`src/rtl/program_counter.sv`:
```
// Instruction-fetch program counter: steps by STEP each clock, with stall, absolute
// jump and relative branch, plus one-cycle wrap and misalignment flags.
module program_counter #(
    parameter int                WIDTH       = 32,
    parameter int                STEP        = 4,
    parameter logic [WIDTH-1:0]  RESET_VALUE = '0
) (
    input  logic             clk,
    input  logic             reset,
    input  logic             stall,
    input  logic             jump,
    input  logic [WIDTH-1:0] jump_target,
    input  logic             branch,
    input  logic [WIDTH-1:0] branch_offset,
    output logic [WIDTH-1:0] count,
    output logic [WIDTH-1:0] count_next,
    output logic             wrapped,
    output logic             misaligned
);

    // Low address bits that must be zero for an instruction-aligned PC.
    localparam logic [WIDTH-1:0] LOW_MASK = WIDTH'(STEP - 1);

    logic [WIDTH-1:0] count_q, count_d;
    logic             wrapped_q, wrapped_d;
    logic             misaligned_q, misaligned_d;
    logic [WIDTH:0]   branch_sum;
    logic [WIDTH:0]   inc_sum;

    always_comb begin
        count_d      = count_q;
        wrapped_d    = 1'b0;
        misaligned_d = 1'b0;
        branch_sum   = {1'b0, count_q} + {1'b0, branch_offset};
        inc_sum      = {1'b0, count_q} + (WIDTH+1)'(STEP);

        if (stall) begin
            count_d = count_q;
        end else if (jump) begin
            count_d      = jump_target & ~LOW_MASK;
            misaligned_d = |(jump_target & LOW_MASK);
        end else if (branch) begin
            count_d      = branch_sum[WIDTH-1:0] & ~LOW_MASK;
            misaligned_d = |(branch_sum[WIDTH-1:0] & LOW_MASK);
            // A negative offset borrows exactly when the unsigned add does not carry.
            wrapped_d    = branch_offset[WIDTH-1] ? ~branch_sum[WIDTH] : branch_sum[WIDTH];
        end else begin
            count_d   = inc_sum[WIDTH-1:0];
            wrapped_d = inc_sum[WIDTH];
        end
    end

    always_ff @(posedge clk or posedge reset) begin
        if (reset) begin
            count_q      <= RESET_VALUE;
            wrapped_q    <= 1'b0;
            misaligned_q <= 1'b0;
        end else begin
            count_q      <= count_d;
            wrapped_q    <= wrapped_d;
            misaligned_q <= misaligned_d;
        end
    end

    assign count      = count_q;
    assign count_next = reset ? RESET_VALUE : count_d;
    assign wrapped    = wrapped_q;
    assign misaligned = misaligned_q;

endmodule

```
`config.mk`:
```
export PLATFORM = sky130hd
export DESIGN_NAME = program_counter
export DESIGN_NICKNAME = d
export VERILOG_FILES = /design/src/rtl/program_counter.sv
export SDC_FILE = /design/constraint.sdc
export NUM_CORES = 1
export LEC_CHECK = 0
export ABC_AREA = 1
export BUFFER_PORTS_ARGS = -buffer_cell sky130_fd_sc_hd__buf_2
export CAP_MARGIN = 0
export CORE_MARGIN = 2
export CORE_UTILIZATION = 30
export DETAILED_ROUTE_END_ITERATION = 8
export MAX_ROUTING_LAYER = met4
export PLACE_DENSITY = 0.51
export SETUP_SLACK_MARGIN = 0.1
export SYNTH_ARGS = -nofsm -noshare
export SYNTH_HDL_FRONTEND = slang
export SYNTH_SLANG_ARGS = --single-unit
```
`constraint.sdc`:
```
create_clock -name clk -period 4.9 [get_ports clk]
set_clock_uncertainty 0.1 [all_clocks]
set_input_delay 0.735 -clock clk [delete_from_list [all_inputs] [get_ports clk]]
set_output_delay 0.735 -clock clk [all_outputs]
set_load 0.02 [all_outputs]
```
# [Word-level counts from Yosys, hierarchy flattened]
# Index checks and enable logic that the tools add are counted.
[classes] addsub=2 bitwise_logic=1 n_mux=11 reduce_logical=2
[ops] op="$mux 32" count=4
[ops] op="$add 32x3->33 const B" count=1
[ops] op="$add 32x32->33" count=1
[ops] op="$mux 1" count=7
[ops] op="$reduce_or 2->1" count=2
[ops] op="$not 1->1" count=1
[totals] elab_cells=19 reg_bits=34

# [Longest topological paths before layout]
[depth] ltp_word=6 mapped_depth=18 depth_no_buf=18

# [Worst setup path after synthesis]
# OpenSTA, ideal clock, no wires.
[synth_timing] path_kind="input port to output port" start="input port branch_offset[0]" end="output port count_next[30]" path_slack_ps=1549 path_stages=18 required_time_ps=4065 t_arrival_ps=2516 n_path_buf=0 cell_sequence="ha_1 inv_1 fa_1 inv_1 nand3_1 nand3_1 nand2_1 nand2_1 nand2_1 nand2_1 nand2_1 nand2_1 nand2_1 nand3_1 nand2_1 nand2_1 nand2_1 nor2_1"
[synth_between] elab_chain_len=5
[synth_rtl] element="from (decl)" line="14" source="input logic [WIDTH-1:0] branch_offset,"
[synth_rtl] element="$add 32x32->33" line="34" source="branch_sum = {1'b0, count_q} + {1'b0, branch_offset};"
[synth_rtl] element="$mux 32" line="42" source="end else if (branch) begin"
[synth_rtl] element="$mux 32" line="39" source="end else if (jump) begin"
[synth_rtl] element="$mux 32" line="37" source="if (stall) begin"
[synth_rtl] element="$mux 32" line="66" source="assign count_next = reset ? RESET_VALUE : count_d;"
[synth_rtl] element="to (decl)" line="16" source="output logic [WIDTH-1:0] count_next,"
# Every way passes these cells.

# [Worst setup path after layout]
# Same ends and word-level chain as after synthesis.

==> metrics.md <==
| Metric | Value |
|---|---|
| Cts bufs inserted | `5` |
| Number of register bits inferred by synthesis | `34` |
| Antenna violations before repair | `0` |
| Chip Height | `136.9 um` |
| Cell type with the largest total area after synthesis | `sky130_fd_sc_hd__nand2_1` |
| Largest voltage drop on the vdd net | `0.0001444 V` |
| Worst setup path class | `input pin to output pin` |
| Share of Yosys cell area claimed by the top area cell type | `0.2487` |
| Commonest non-fill, non-tap cell in the layout | `sky130_fd_sc_hd__nand2_1` |
| Syn Nets | `1071` |
| Static Leak | `3.644 nW` |
| Routed via count | `6233` |
| HPWL reported at the end of detailed placement | `16.63 mm` |
| Final setup viols | `0` |
| Leftover overflow at the end of global routing | `0` |
| Run status | `finished, final reports clean` |
| Number of max-cap violations | `0` |
| Max Clock Freq | `264.8 MHz` |
| Root cell of the clock tree | `sky130_fd_sc_hd__clkbuf_16` |
| Initial core utilization | `0.3063` |
| Insertion delay to the later sink of the worst-skew pair | `280 ps` |
| Warning count from the yosys run | `0` |
| Count of hold buffers inserted by post-cts repair | `0` |
| Floorplan die area | `0.01874 mm2` |
| Unrepaired setup endpoints after global routing | `no` |
| Total iterations of the first detailed-routing run | `5` |
| Sort of element at the start of the critical path | `input pin` |
| Vias per Instance | `4.729` |
| First-iteration detailed-routing DRC count | `575` |
| Category of the worst setup path capture point | `output pin` |
| Overall die width | `136.9 um` |
| Layout overhead on the synthesized area | `18.99%` |
| Clock-pin slew reported for the worst setup and hold paths after clock tree synthesis | `60 ps` |
| Number of flops mapped to enable cells by yosys | `0` |
| Max-slew violation count | `0` |
| Portion of the clock cycle consumed by the worst path in the final layout | `0.7707` |
| Post-synthesis instance total | `968` |
| Residual DRC | `0` |
| DP Worst Slack | `1108 ps` |
| CTS tree | `done` |
| Register area share after synthesis | `0.1606` |
| Post-detailed-route wirelength per cell | `15.32 um` |
| Hold slack | `475.3 ps` |
| Remaining number of nets flagged by the antenna check after routing | `0` |
| Number of antenna cells inserted | `0` |
| Wire length of the first global-routing pass | `31.99 mm` |
| Number of H-tree branching levels | `2` |
| Ranking of synthesized cells by area | `sky130_fd_sc_hd__nand2_1 (25%), sky130_fd_sc_hd__dfrtp_1 (16%), sky130_fd_sc_hd__inv_1 (10%), sky130_fd_sc_hd__ha_1 (7.8%), sky130_fd_sc_hd__a21oi_1 (7.7%)` |
| Row cnt | `48` |
| Finished Core Util | `0.3644` |
| Path class of the lowest-slack min-delay path | `register to register` |
| Number of buffers between clock root and the deepest sink | `2` |
| Most common flop cell mapped by yosys | `sky130_fd_sc_hd__dfrtp_1` |
| Cell area after technology mapping | `0.005298 mm2` |
| Core region area | `0.01730 mm2` |
| Post-CTS sizing | `0` |
| Total number of clock tree sinks | `34` |
| Tot GR Track Use | `0.2284` |
| Wirelength, routed | `20.19 mm` |
| Setup ws final | `1123 ps` |
| Final net count | `1195` |
| Number of input and output port buffers inserted | `134` |
| Final hold violation count | `0` |
| Mean post-synth cell area | `5.473 um2` |
| Library cells used by synthesis | `45` |
| FFs w/ async S/R, synth | `1.000` |
| Final setup TNS | `0 ps` |
| Number of setup buffers added after CTS | `0` |
| Last weighted congestion value of the routability-driven placer | `0.9181` |
| Data arrival time of the critical path | `2940 ps` |
| Maximum number of pins on one net before global-route repair | `52` |
| Actual transition at the worst max-transition pin | `777.9 ps` |
| Count of pins on the block boundary | `135` |
| Shortest clock period the worst path allows after layout | `3777 ps` |
| Commonest non-fill, non-tap cells in the layout | `sky130_fd_sc_hd__nand2_1 (351), sky130_fd_sc_hd__inv_1 (148), sky130_fd_sc_hd__buf_2 (134)` |
| Vias in the first global route | `6100` |
| Ratio of cells with drive above 1 in the final layout | `0.1674` |
| Req. time, crit path | `4070 ps` |
| Critical-path maximum fanout | `5` |
| Power per unit of standard cell area | `275.9 mW/mm2` |
| Slew headroom | `0.4808` |
## path summary, 6_finish.rpt
path | cells after the start | from | slack, ps | end
max | 19 | branch_offset[0] | 1120 | count_next[30]
min | 2 | count[0]$_DFF_PP0_ | 480 | count[0]$_DFF_PP0_
max reg2reg | 17 | count[0]$_DFF_PP0_ | 2340 | count[30]$_DFF_PP0_
min reg2reg | 2 | count[0]$_DFF_PP0_ | 480 | count[0]$_DFF_PP0_
max in group asynchronous | 3 | reset | 3420 | count[23]$_DFF_PP0_
min in group asynchronous | 2 | reset | 590 | misaligned$_DFF_PP0_
## kinds of logic after synthesis
logic type               count (synthesis)  share of synthesized area
AND/OR/NAND/NOR                        578                     0.4627
buffers and inverters                  178                     0.1386
AO/OA/AOI/OAI                          129                     0.1316
adder cells (fa/ha/maj)                 34                    0.08172
flip-flops                              34                     0.1606
XOR/XNOR                                15                    0.02480
## per-stage QoR
| step | power, mW | instances | instance area, um2 |
|---|---|---|---|
| floorplan | 1.049 | 968 | 5298 |
| global placement | 1.370 | 1310 | 6138 |
| detailed placement | 1.368 | 1310 | 6138 |
| CTS | 1.738 | 1318 | 6304 |
| global route | 1.892 | 1318 | 6304 |
| finish | 1.739 | 1318 | 6304 |
## synth_stat cells (6+ instances only)
cell / count
sky130_fd_sc_hd__clkbuf_1: 12
sky130_fd_sc_hd__o21bai_1: 7
sky130_fd_sc_hd__nor3_1: 13
sky130_fd_sc_hd__or2_2: 6
sky130_fd_sc_hd__nor2_1: 98
sky130_fd_sc_hd__dfrtp_1: 34
sky130_fd_sc_hd__a21oi_1: 81
sky130_fd_sc_hd__inv_2: 7
sky130_fd_sc_hd__nand2_1: 351
sky130_fd_sc_hd__o21ai_0: 23
sky130_fd_sc_hd__inv_1: 148
sky130_fd_sc_hd__xor2_1: 14
sky130_fd_sc_hd__ha_1: 33
sky130_fd_sc_hd__nand3_1: 73
## per-layer routing
| metal | track usage | wire length, um |
|---|---|---|
| met5 | - | 0 |
| met4 | 0.03723 | 147 |
| met3 | 0.01852 | 1038 |
| met2 | 0.3517 | 8918 |
| met1 | 0.3317 | 10090 |
## worst max-delay path: stages
cell,delay (ps)
sky130_fd_sc_hd__buf_2,80
sky130_fd_sc_hd__ha_1,180
sky130_fd_sc_hd__inv_1,60
sky130_fd_sc_hd__fa_1,390
sky130_fd_sc_hd__inv_1,90
sky130_fd_sc_hd__nand3_1,60
sky130_fd_sc_hd__nand3_1,170
sky130_fd_sc_hd__nand2_1,80
sky130_fd_sc_hd__nand2_1,110
sky130_fd_sc_hd__nand2_1,60
sky130_fd_sc_hd__nand2_1,180
sky130_fd_sc_hd__nand2_1,110
sky130_fd_sc_hd__nand3_1,100
sky130_fd_sc_hd__nand3_1,100
sky130_fd_sc_hd__nand2_1,100
sky130_fd_sc_hd__nand2_1,50
sky130_fd_sc_hd__nand2_1,80
sky130_fd_sc_hd__nor2_1,40
sky130_fd_sc_hd__buf_2,180
## layout make-up
cell class,instances,area (um2)
Fill cell,2041,10990
Sequential cell,34,850.8
Clock buffer,5,125.1
Inverter,156,585.6
Timing Repair Buffer,139,708.2
Tap cell,225,281.5
Multi-Input combinational cell,756,3712
Clock inverter,3,40.04
## power by group
group / switching, mW / leakage, nW / internal (mW)
clock network: 0.127 / 0.0836 / 0.238
registers: 0.0992 / 0.402 / 0.317
logic: 0.645 / 3.16 / 0.313
## sequential cells by signal, summed over array words and instances (netlist names)
name	flops
count	32
wrapped	1
misaligned	1
No activity file was read; power rests on OpenSTA's default activity.
